File: src/rtl/cube_seq_ctrl_pkg.sv
// Shared definitions for the cube sequencer: state encoding and default operand width.
package cube_seq_ctrl_pkg;

  localparam int unsigned W_DEFAULT = 4;

  typedef enum logic [1:0] {
    IDLE = 2'd0,
    MUL1 = 2'd1,
    MUL2 = 2'd2,
    DONE = 2'd3
  } state_e;

endpackage

File: src/rtl/cube_mul.sv
// Shared combinational multiplier: 2W-bit by W-bit unsigned product, 3W bits wide.
module cube_mul
  import cube_seq_ctrl_pkg::*;
#(
  parameter int W = W_DEFAULT,
  localparam int RW = 3 * W
) (
  input  logic [2*W-1:0] a_i,
  input  logic [W-1:0]   b_i,
  output logic [RW-1:0]  prod_o
);

  // Result width equals the sum of operand widths, so no bits are lost.
  assign prod_o = a_i * b_i;

endmodule

File: src/rtl/cube_seq_ctrl.sv
// Computes the unsigned cube of an operand in two passes through one shared multiplier.
// Handshakes: a transfer happens on a rising edge where valid and ready are both 1; in_ready is high only in IDLE, out_valid only in DONE, and out_data holds steady while out_valid waits for out_ready.
module cube_seq_ctrl
  import cube_seq_ctrl_pkg::*;
#(
  parameter int W = W_DEFAULT,
  localparam int RW = 3 * W
) (
  input  logic          clk,
  input  logic          rst,
  input  logic          in_valid,
  input  logic [W-1:0]  in_data,
  output logic          in_ready,
  output logic          out_valid,
  output logic [RW-1:0] out_data,
  input  logic          out_ready,
  output logic          busy,
  output logic [7:0]    ops_count,
  output logic [1:0]    dbg_state
);

  state_e            state_q;
  logic [W-1:0]      operand_q;
  logic [2*W-1:0]    square_q;
  logic [RW-1:0]     result_q;
  logic              in_ready_q;
  logic              out_valid_q;
  logic              busy_q;
  logic [7:0]        ops_q;

  logic [2*W-1:0]    mul_a_d;
  logic [W-1:0]      mul_b_d;
  logic [RW-1:0]     mul_prod;

  // Operand mux: idle states feed zeros so the multiplier does not toggle.
  always_comb begin
    mul_a_d = '0;
    mul_b_d = '0;
    case (state_q)
      MUL1: begin
        mul_a_d = {{W{1'b0}}, operand_q};
        mul_b_d = operand_q;
      end
      MUL2: begin
        mul_a_d = square_q;
        mul_b_d = operand_q;
      end
      default: begin
        mul_a_d = '0;
        mul_b_d = '0;
      end
    endcase
  end

  cube_mul #(.W(W)) u_mul (
    .a_i    (mul_a_d),
    .b_i    (mul_b_d),
    .prod_o (mul_prod)
  );

  always_ff @(posedge clk) begin
    if (rst) begin
      state_q     <= IDLE;
      operand_q   <= '0;
      square_q    <= '0;
      result_q    <= '0;
      in_ready_q  <= 1'b1;
      out_valid_q <= 1'b0;
      busy_q      <= 1'b0;
      ops_q       <= '0;
    end else begin
      case (state_q)
        IDLE: begin
          if (in_valid && in_ready_q) begin
            operand_q  <= in_data;
            state_q    <= MUL1;
            in_ready_q <= 1'b0;
            busy_q     <= 1'b1;
          end
        end
        MUL1: begin
          square_q <= mul_prod[2*W-1:0];
          state_q  <= MUL2;
        end
        MUL2: begin
          result_q    <= mul_prod;
          state_q     <= DONE;
          out_valid_q <= 1'b1;
        end
        DONE: begin
          if (out_ready) begin
            state_q     <= IDLE;
            out_valid_q <= 1'b0;
            busy_q      <= 1'b0;
            in_ready_q  <= 1'b1;
            ops_q       <= ops_q + 8'd1;
          end
        end
        default: begin
          state_q <= IDLE;
        end
      endcase
    end
  end

  assign in_ready  = in_ready_q;
  assign out_valid = out_valid_q;
  assign out_data  = result_q;
  assign busy      = busy_q;
  assign ops_count = ops_q;
  assign dbg_state = state_q;

endmodule

File: config.mk
export PLATFORM = sky130hd
export DESIGN_NAME = cube_seq_ctrl
export DESIGN_NICKNAME = d
export VERILOG_FILES = /design/src/rtl/cube_seq_ctrl_pkg.sv /design/src/rtl/cube_mul.sv /design/src/rtl/cube_seq_ctrl.sv
export SDC_FILE = /design/constraint.sdc
export NUM_CORES = 1
export LEC_CHECK = 0
export BUFFER_PORTS_ARGS = -buffer_cell sky130_fd_sc_hd__buf_2
export CAP_MARGIN = 20
export CORE_MARGIN = 2
export CORE_UTILIZATION = 53
export CTS_CLUSTER_DIAMETER = 120
export CTS_CLUSTER_SIZE = 24
export DETAILED_ROUTE_END_ITERATION = 10
export PLACE_DENSITY = 0.75
export SKIP_LAST_GASP = 1
export SLEW_MARGIN = 20
export SYNTH_ARGS = -nofsm -noshare
export SYNTH_HDL_FRONTEND = slang
export SYNTH_HIERARCHICAL = 1
export SYNTH_SLANG_ARGS = --single-unit
File: constraint.sdc
create_clock -name clk -period 4.3 [get_ports clk]
set_clock_uncertainty 0.05 [all_clocks]
set_input_delay 0.645 -clock clk [delete_from_list [all_inputs] [get_ports clk]]
set_output_delay 0.645 -clock clk [all_outputs]
set_load 0.03 [all_outputs]
==> results of run 1 <==
## state kept, by name, indices dropped and copies added (netlist names)
register   cells
dbg_state      2
operand_q      4
busy           1
ops_count      8
in_ready       1
out_data      12
square_q       8
out_valid      1
## power breakdown
part,leakage [nW],switching (mW),total (mW),internal [mW]
clock,0.0433,0.120,0.246,0.127
combinational,1.07,0.252,0.474,0.221
sequential,0.301,0.0319,0.408,0.376
total,1.42,0.404,1.13,0.724
## cells in the final DEF, fill, tap and decap left out, drive strengths merged, types with 8 or more instances in the layout
| master | Yosys | final |
|---|---|---|
| nor2 | 30 | 30 |
| dfxtp | 37 | 37 |
| nand3 | 8 | 8 |
| buf | 6 | 41 |
| nand2 | 18 | 18 |
| a21oi | 17 | 17 |
| inv | 29 | 27 |
| and2 | 28 | 28 |
| ha | 23 | 23 |
| mux2i | 24 | 24 |
| fa | 12 | 12 |
| xnor2 | 8 | 8 |
## area by class of cell
cell class	count	area (um2)	area share, %
Inverter	29	116	3.79
Timing Repair Buffer	42	233	7.58
Tap cell	67	83.8	2.73
Clock buffer	6	82.6	2.69
Multi-Input combinational cell	212	1800	58.6
Clock inverter	1	7.51	0.245
Sequential cell	37	748	24.4
## cell usage after synthesis, types with 2 or more instances
| library cell | n | share of area, % |
|---|---|---|
| or4_1 | 2 | 0.58 |
| nand3_1 | 8 | 1.5 |
| and3_4 | 2 | 0.86 |
| a21o_1 | 3 | 0.86 |
| buf_2 | 3 | 0.58 |
| dfxtp_1 | 37 | 28 |
| buf_6 | 2 | 0.86 |
| ha_1 | 23 | 11 |
| a22oi_1 | 4 | 1.2 |
| nor3_1 | 2 | 0.38 |
| a21o_2 | 2 | 0.67 |
| o31ai_1 | 2 | 0.58 |
| nor2b_1 | 5 | 1.2 |
| mux2i_1 | 24 | 9.2 |
| inv_1 | 29 | 4.2 |
| o21ai_0 | 4 | 0.77 |
| nand2_1 | 18 | 2.6 |
| clkbuf_1 | 2 | 0.29 |
| fa_1 | 12 | 9.2 |
| or3_2 | 2 | 0.58 |
| nor2_1 | 30 | 4.3 |
| a21oi_1 | 17 | 3.3 |
| and2_1 | 27 | 6.5 |
| o21bai_1 | 2 | 0.58 |
| xor2_1 | 2 | 0.67 |
| xnor2_1 | 8 | 2.7 |
## metal layers
layer  track usage (%)  part of all wire, %
met4              5.25                 0.99
met1              30.0                   48
met3              3.93                  3.4
met2              33.6                   47
met5                 0                    0
## worst max-delay path, cell delays in order, from the launching register on
cell	delay, ns
dfxtp_4	0.39
clkinvlp_4	0.15
ha_4	0.32
clkbuf_2	0.15
nor2b_4	0.17
nand2_1	0.09
fa_1	0.53
inv_1	0.05
fa_1	0.46
ha_1	0.30
a21o_2	0.22
a2111oi_4	0.45
o21ai_1	0.10
a21oi_1	0.17
xnor2_1	0.10
mux2i_1	0.15
nor2_1	0.05
## worst min-delay path by stage
stage                                          from                   endpoint  slack (ns)
final                     ops_count[7]$_SDFFE_PP0P_  ops_count[7]$_SDFFE_PP0P_        0.43
after global routing       square_q[5]$_SDFFE_PP0N_   square_q[5]$_SDFFE_PP0N_        0.46
after CTS                 ops_count[7]$_SDFFE_PP0P_  ops_count[7]$_SDFFE_PP0P_        0.44
after detailed placement   square_q[5]$_SDFFE_PP0N_   square_q[5]$_SDFFE_PP0N_        0.43
after global placement     square_q[7]$_SDFFE_PP0N_   square_q[7]$_SDFFE_PP0N_        0.42
after floorplan            square_q[4]$_SDFFE_PP0N_   square_q[4]$_SDFFE_PP0N_        0.40
## logic make-up after synthesis
kind of cell	synth area share, %
compound gates	11.1
xor+xnor	3.36
fa+ha+maj	20.3
buf+inv	6.72
flops	28.4
mux	9.22
simple gates	20.8
## what timing repair did
action,in CTS,in global routing
endpoints found under the hold margin,0,0
setup endpoints to repair,2,6
pin swaps,1,7
setup buffers,0,7
resized for setup,1,29
==> metrics, run 1 <==
status=completed; Die W=74.1 um; Final Util=65.0%; FILL cells=about 400; wire per inst=around 14 um; CP endpoint kind=flop; root buf cell=clkbuf_8; EDFF count, synth=0; post-synthesis instance total=287; GPL Wtd Cong=0.859; endpoint of the worst-slack reg-to-reg timing path=out_data[11]$_SDFFE_PP0N_; Hold Crit Class=reg2reg; GRT overflow=0; Worst-Margin Slew=0.669 ns; Hold Crit Depth=2; min Tclk post-route=approximately 4.1 ns; top_reg_cell synth=dfxtp_1; largest net degree at the start of global routing=38; Reg clk slew, reported paths=around 0.080 ns; Worst Path Required=roughly 4.4 ns; post-route cell area=3070 um2; nets=370; core box area=~4700 um2; hold buffer count at CTS=0; maximum VDD drop=about 240 uV; clock buffer depth=2; synthesized cell area=between 2000 and 3000 um2; number of max-cap violations=0; placed insts=380; CP Capture Point=out_data[11]$_SDFFE_PP0N_; Final Hold Vio Count=0; overall routed net length=roughly 5600 um; relative slew slack=about 55%; Syn Nets=330; async set-reset flop share out of synthesis=0%; share of cells above drive strength 1=25.1%; leakage power=1.42 nW; synth unique cells=41; IO Port Bufs=32; full die area=about 5500 um2; TritonCTS clock tree=yes; GRT Overall Usage=21.2%; H-Tree Depth=2; final worst setup slack=between 0.2 and 0.25 ns; IO Pins=33; Final setup viols=0; dpl hpwl=a little over 4000 um; Max FO, Critical Path=6; via count=2048; startpoint types=flop; DR DRC count=0; Core Rows=25; P&R area growth vs syn=17.8%; hold_ws=about 0.43 ns; number of CTS-inserted buffers=5; YS warnings=6; cells on worst reg2reg path=16; Tot Pwr=between 1 and 1.5 mW; vias in the first global route=1901; clock latency on the worst-skew pair=0.29 ns; first-pass GRT wire length=between 8000 and 9000 um; worst r2r src=dbg_state[1]$_SDFFE_PP0P_; DRT antenna net count=0; CTS sink cnt=37; height of the die=74.1 um; CP arrival=4.16 ns; Slew Viols, Final=0; initial DRC count=89; initial core utilization=55.2%; initial antenna violation count=0; pwr dens=367 nW/um2; source of the critical timing path=dbg_state[1]$_SDFFE_PP0P_; Vias/cell=5.20; DRT Pass-1 Iters=4; R2R setup slack=0.24 ns; Setup WS pre-CTS=-0.0426 ns; period utilization=94.4%; count of non-filler cells in the finished layout=394; worst setup path class=reg2reg; sequential fraction of the synthesis area=28.4%; syn avg cell area=9.08 um2; Max Clk Rate=246 MHz; Diodes inserted=0; register bit total from synthesis=37; setup tns final=0 ns; Post-Place Cell Area=about 2800 um2
Power figures use the tool's default switching activity.
==> run 2: changes to the inputs <==
ABC_AREA = 1   (was default)
==> metrics, run 2 <==
Die W=74.6 um (was 74.1 um); first-pass GRT wire length=9550 um (was 8980 um); initial antenna violation count=0 (unchanged); Final setup viols=0 (unchanged); Hold Crit Depth=2 (unchanged); number of CTS-inserted buffers=5 (unchanged); Syn Nets=436 (was 330); final worst setup slack=0.391 ns (was 0.242 ns); Worst-Margin Slew=0.745 ns (was 0.669 ns); share of cells above drive strength 1=12.0% (was 25.1%); pwr dens=454 nW/um2 (was 367 nW/um2); count leader, synth=nand2_1 (was dfxtp_1); clock share of power=17.5% (was 21.8%); P&R area growth vs syn=11.0% (was 17.8%); combinational share of power=44.3% (was 42.0%); clock buffer depth=2 (unchanged); synth unique cells=26 (was 41); hold_ws=0.403 ns (was 0.431 ns); part of the power in registers=38.2% (was 36.1%); top_reg_cell synth=dfxtp_1 (unchanged); Setup WS pre-CTS=0.264 ns (was -0.0426 ns); DRT Pass-1 Iters=4 (unchanged); root buf cell=clkbuf_8 (unchanged); Max Clk Rate=256 MHz (was 246 MHz); worst setup path class=reg2reg (unchanged); clock latency on the worst-skew pair=0.29 ns (about the same); GRT overflow=0 (unchanged); Int Power=0.741 mW (was 0.724 mW); CP arrival=4.05 ns (was 4.16 ns); sequential fraction of the synthesis area=28.0% (was 28.4%); CP endpoint kind=flop (unchanged); switching share of power=44.4% (was 35.8%); core box area=4750 um2 (was 4720 um2); period utilization=90.9% (was 94.4%); syn avg cell area=6.72 um2 (was 9.08 um2); height of the die=74.6 um (was 74.1 um); post-route cell area=2930 um2 (was 3070 um2); initial DRC count=131 (was 89); full die area=5560 um2 (was 5490 um2); RSZ-0062 raised after global routing=false; maximum VDD drop=427 uV (was 236 uV); placed insts=483 (was 380); commonest non-fill, non-tap cell in the layout=nand2_1 (was dfxtp_1); count of non-filler cells in the finished layout=491 (was 394); top cells by count, synth=nand2_1 (87), inv_1 (76), nor2_1 (61) (was dfxtp_1 (37), nor2_1 (30), inv_1 (29)); IO Port Bufs=32 (unchanged); largest net degree at the start of global routing=31 (was 38); startpoint types=flop (unchanged); commonest non-fill, non-tap cells in the layout=nand2_1 (87), inv_1 (76), nor2_1 (61) (was dfxtp_1 (35), buf_2 (32), nor2_1 (30)); Max FO, Critical Path=9 (was 6); number of max-cap violations=0 (unchanged); cells on worst reg2reg path=19 (was 16); Core Rows=25 (unchanged); relative slew slack=50.3% (was 55.4%); via count=2414 (was 2048); GRT Overall Usage=22.1% (was 21.2%); initial core utilization=55.6% (was 55.2%); Synth top area share=28.0% (was 28.4%); register bit total from synthesis=37 (unchanged); DRT antenna net count=0 (unchanged); DR DRC count=0 (unchanged); area leader, netlist=dfxtp_1 (unchanged); Slew Viols, Final=0 (unchanged); CTS sink cnt=37 (unchanged); setup tns final=0 ns (unchanged); overall routed net length=5460 um (was 5550 um); H-Tree Depth=2 (unchanged); max FFs per register=12 (unchanged); Diodes inserted=0 (unchanged); nets=466 (was 370); TritonCTS clock tree=yes (unchanged); Reg clk slew, reported paths=0.07 ns (was 0.08 ns); YS warnings=6 (unchanged); IO Pins=33 (unchanged); async set-reset flop share out of synthesis=0% (unchanged); EDFF count, synth=0 (unchanged); synth top area cells=dfxtp_1 (28%), nand2_1 (12%), ha_1 (11%), inv_1 (11%), fa_1 (9.1%) (was dfxtp_1 (28%), ha_1 (11%), fa_1 (9.2%), mux2i_1 (9.2%), and2_1 (6.5%)); post-synthesis instance total=393 (was 287); Final Util=61.7% (was 65.0%); Hold Crit Class=reg2reg (unchanged); vias in the first global route=2272 (was 1901); dpl hpwl=4360 um (was 4020 um); Final Hold Vio Count=0 (unchanged); wire per inst=11.1 um (was 14.1 um); min Tclk post-route=3.91 ns (was 4.06 ns); leakage power=1.77 nW (was 1.42 nW); Worst Path Required=4.44 ns (was 4.40 ns); FILL cells=482 (was 397); sw power=0.592 mW (was 0.404 mW); Tot Pwr=1.33 mW (was 1.13 mW); Post-Place Cell Area=2850 um2 (was 2810 um2); status=completed (unchanged); synthesized cell area=2640 um2 (was 2600 um2); GPL Wtd Cong=0.873 (was 0.859); Vias/cell=4.92 (was 5.20)
run 2: cell count changes after synthesis, sizes merged, moves of 12 or more:
cell | previous run | this run
and2 | 28 | 1
nor2 | 30 | 63
inv | 29 | 77
mux2i | 24 | 0
o21ai | 5 | 31
nand2 | 18 | 88
nand3 | 8 | 20
run 2: path summary, 6_finish.rpt:
| check | start | endpoint | slack (ns) |
|---|---|---|---|
| max reg2reg | dbg_state[0]$_SDFFE_PP0P_ | out_data[11]$_SDFFE_PP0N_ | 0.39 |
| max | dbg_state[0]$_SDFFE_PP0P_ | out_data[11]$_SDFFE_PP0N_ | 0.39 |
| min reg2reg | operand_q[1]$_SDFFE_PP0P_ | operand_q[1]$_SDFFE_PP0P_ | 0.40 |
| min | operand_q[1]$_SDFFE_PP0P_ | operand_q[1]$_SDFFE_PP0P_ | 0.40 |
run 2: cell families after synthesis:
kind of cell	synth area share, %
simple gates	27.9
fa+ha+maj	20.0
flops	28.0
buf+inv	12.8
compound gates	9.57
xor+xnor	1.66
run 2: area by class of cell:
class / count / area (um2) / area share (%)
clock inverters: 2 / 10.0 / 0.341
multi-input cells: 268 / 1560 / 53.2
flip-flops and latches: 37 / 741 / 25.3
inverters: 77 / 289 / 9.85
well taps: 67 / 83.8 / 2.86
clock buffers: 6 / 72.6 / 2.47
repair buffers: 34 / 175 / 5.97
run 2: critical path, cell delays in order, from the launching register on:
cell and delay, ns:
dfxtp_1 0.40, inv_1 0.12, ha_1 0.42, nand3_1 0.11, o21ai_0 0.20, nand2_1 0.12, inv_1 0.06, fa_1 0.53
inv_1 0.06, fa_1 0.54, inv_1 0.05, ha_1 0.35, a21oi_1 0.26, nand2_1 0.09, nand2_1 0.08, nand3_1 0.07
nand2_1 0.06, nand2_1 0.06, nor2_1 0.13, nor2_1 0.06
run 2: power groups by stage:
stage | Sequential, mW | Clock [mW] | Combinational (mW)
floorplan | 0.636 | 0 | 0.320
global placement | 0.514 | 0 | 0.582
detailed placement | 0.517 | 0 | 0.592
CTS | 0.510 | 0.242 | 0.595
global route | 0.523 | 0.250 | 0.662
finish | 0.509 | 0.233 | 0.590
run 2: repair_timing:
item                                    CTS  global route
hold buffers                              0             0
gates resized for setup                   0             3
endpoints found under the hold margin     0             0
buffers inserted                          0             0
endpoints found under the setup margin    0             4
run 2: per-layer routing:
metal  routed length (um)  vias to the layer above  track usage [%]
met3                  239                       12             4.20
li1                     -                     1253                -
met2                 2640                       50             37.8
met4                  101                        0             8.73
met1                 2470                     1099             27.4
met5                    0                        -                0
==> run 3: changes to the inputs <==
CORE_UTILIZATION = 52   (was 53)
PLACE_DENSITY = 0.74   (was 0.75)
SYNTH_HIERARCHICAL = default   (was 1)
==> metrics, run 3 <==
hold path endpoint=operand_q[0]$_SDFFE_PP0P_ (was operand_q[1]$_SDFFE_PP0P_); CP arrival=4.09 ns (was 4.05 ns); IO Pins=33 (unchanged); startpoint types=flop (unchanged); largest net degree at the start of global routing=20 (was 31); TritonCTS clock tree=yes (unchanged); DRT antenna net count=0 (unchanged); vias in the first global route=2172 (was 2272); nets=442 (was 466); min Tclk post-route=3.96 ns (was 3.91 ns); Vias/cell=4.97 (was 4.92); register area=741 um2 (unchanged); area leader, netlist=dfxtp_1 (unchanged); syn avg cell area=6.99 um2 (was 6.72 um2); synthesized cell area=2540 um2 (was 2640 um2); setup tns final=0 ns (unchanged); Core Rows=25 (unchanged); EDFF count, synth=0 (unchanged); GRT overflow=0 (unchanged); CP endpoint kind=flop (unchanged); share of cells above drive strength 1=14.7% (was 12.0%); full die area=5470 um2 (was 5560 um2); top cells by count, synth=nor2_1 (67), inv_1 (64), nand2_1 (63) (was nand2_1 (87), inv_1 (76), nor2_1 (61)); wire per inst=11.5 um (was 11.1 um); sequential fraction of the synthesis area=29.1% (was 28.0%); P&R area growth vs syn=14.6% (was 11.0%); Slew Viols, Final=0 (unchanged); count leader, synth=nor2_1 (was nand2_1); Diodes inserted=0 (unchanged); worst setup path class=reg2reg (unchanged); async set-reset flop share out of synthesis=0% (unchanged); relative slew slack=66.2% (was 50.3%); root buf cell=clkbuf_8 (unchanged); Final setup viols=0 (unchanged); Worst-Margin Slew=0.506 ns (was 0.745 ns); height of the die=74.0 um (was 74.6 um); core box area=4720 um2 (was 4750 um2); Max FO, Critical Path=9 (unchanged); DR DRC count=0 (unchanged); cts repair resizes=0 (unchanged); period utilization=92.0% (was 90.9%); Syn Nets=405 (was 436); Tot Pwr=1.42 mW (was 1.33 mW); IO Port Bufs=32 (unchanged); endpoint of the worst-slack reg-to-reg timing path=out_data[8]$_SDFFE_PP0N_ (was out_data[11]$_SDFFE_PP0N_); register bit total from synthesis=37 (unchanged); CTS sink cnt=37 (unchanged); multi-input logic area=1520 um2 (was 1560 um2); Reg clk slew, reported paths=0.08 ns (was 0.07 ns); clock latency on the worst-skew pair=0.29 ns (about the same); commonest non-fill, non-tap cells in the layout=nor2_1 (67), inv_1 (64), nand2_1 (62) (was nand2_1 (87), inv_1 (76), nor2_1 (61)); RSZ-0062 raised after global routing=false (unchanged); R2R setup slack=0.34 ns (was 0.39 ns); hold path start=operand_q[0]$_SDFFE_PP0P_ (was operand_q[1]$_SDFFE_PP0P_); dpl hpwl=4380 um (was 4360 um); commonest non-fill, non-tap cell in the layout=nor2_1 (was nand2_1); initial DRC count=98 (was 131); synth top area cells=dfxtp_1 (29%), ha_1 (10%), nor2_1 (9.9%), fa_1 (9.4%), inv_1 (9.4%) (was dfxtp_1 (28%), nand2_1 (12%), ha_1 (11%), inv_1 (11%), fa_1 (9.1%)); Final Hold Vio Count=0 (unchanged); max FFs per register=12 (unchanged); Worst Path Required=4.44 ns (about the same); via count=2332 (was 2414); FILL cells=452 (was 482); DRT Pass-1 Iters=4 (unchanged); Synth top area share=29.1% (was 28.0%); maximum VDD drop=232 uV (was 427 uV); initial core utilization=53.9% (was 55.6%); Die W=74.0 um (was 74.6 um); H-Tree Depth=2 (unchanged); cells on worst reg2reg path=18 (was 19); YS warnings=0 (was 6); Hold Crit Class=reg2reg (unchanged); number of max-cap violations=0 (unchanged); initial antenna violation count=0 (unchanged); worst r2r src=dbg_state[0]$_SDFFE_PP0P_ (unchanged); leakage power=1.47 nW (was 1.77 nW); GPL Wtd Cong=0.928 (was 0.873); GRT Overall Usage=22.1% (about the same); first-pass GRT wire length=9430 um (was 9550 um); status=completed (unchanged); synth unique cells=29 (was 26); post-synthesis instance total=364 (was 393); post-CTS setup repair buffer count=0 (unchanged); hold buffer count at CTS=0 (unchanged); number of CTS-inserted buffers=5 (unchanged); Hold Crit Depth=2 (unchanged); pwr dens=487 nW/um2 (was 454 nW/um2); clock buffer depth=2 (unchanged); Max Clk Rate=253 MHz (was 256 MHz); overall routed net length=5410 um (was 5460 um); top_reg_cell synth=dfxtp_1 (unchanged)
==> run 3: changes by cell type in the layout (fill, tap and decap cells not counted), sizes merged, moves of 4 or more <==
cell,change
o21ai,-4
buf,+4
a21oi,+8
inv,-13
nor2,+5
nand2,-23
==> run 3: cells by family after synthesis <==
logic type | Yosys count | synth area share [%]
adders and majority gates | 33 | 19.8
and+or+nand+nor | 160 | 26.1
xor gates and xnor gates | 3 | 1.03
AOI/OAI and AO/OA | 57 | 12.6
DFF | 37 | 29.1
buffers and inverters | 74 | 11.5
==> run 3: metal layers <==
metal	GRT usage [%]	share of wire (%)
met4	5.45	1.1
met5	0	0
met3	4.07	4.3
met2	39.5	50
met1	27.5	44
==> run 3: worst max-delay path: stages (launching register included) <==
cell and delay, ns:
dfxtp_1 0.38, inv_1 0.09, ha_2 0.42, nand2_1 0.13
inv_1 0.17, nand2_1 0.11, o21ai_2 0.09, nand2_1 0.10
fa_1 0.54, inv_1 0.05, fa_1 0.57, inv_1 0.07
fa_1 0.47, o21ai_2 0.22, nand2_1 0.09, nand3_1 0.07
nand2_1 0.04, o21ai_0 0.14, inv_1 0.05
==> run 3: through the flow <==
step | utilization, % | std cells | hold WS, ns | cell area, um2 | setup slack, ns
after floorplan | - | 364 | 0.374 | 2540 | 0.317
after global placement | 59.1 | 461 | 0.396 | 2790 | 0.163
after detailed placement | 59.1 | 461 | 0.398 | 2790 | 0.134
after CTS | 61.5 | 469 | 0.415 | 2910 | 0.128
after global routing | 61.7 | 469 | 0.435 | 2920 | 0.0121
final | 61.7 | 469 | 0.416 | 2920 | 0.344
==> run 3: power by group <==
part | internal (mW) | switching [mW] | leakage (nW)
combinational | 0.199 | 0.420 | 1.11
sequential | 0.439 | 0.0629 | 0.303
clock | 0.173 | 0.127 | 0.0543
==> run 3: worst max-delay path by stage <==
stage | from | endpoint | slack (ns) | cells past startpoint
after floorplan | dbg_state[0]$_SDFFE_PP0P_ | out_data[9]$_SDFFE_PP0N_ | 0.32 | 20
after global routing | dbg_state[0]$_SDFFE_PP0P_ | out_data[8]$_SDFFE_PP0N_ | 0.01 | 18
final | dbg_state[0]$_SDFFE_PP0P_ | out_data[8]$_SDFFE_PP0N_ | 0.34 | 18
after global placement | dbg_state[0]$_SDFFE_PP0P_ | out_data[9]$_SDFFE_PP0N_ | 0.16 | 19
after detailed placement | dbg_state[0]$_SDFFE_PP0P_ | out_data[9]$_SDFFE_PP0N_ | 0.13 | 19
after CTS | dbg_state[0]$_SDFFE_PP0P_ | out_data[9]$_SDFFE_PP0N_ | 0.13 | 19
==> run 3: area by class of cell <==
cell class / count / area share (%)
sequential: 37 / 25.4
clock buffer: 5 / 2.36
tap: 67 / 2.88
inverter: 66 / 8.54
clock inverter: 3 / 1.59
timing repair buffer: 38 / 7.04
multi-input combinational: 253 / 52.2
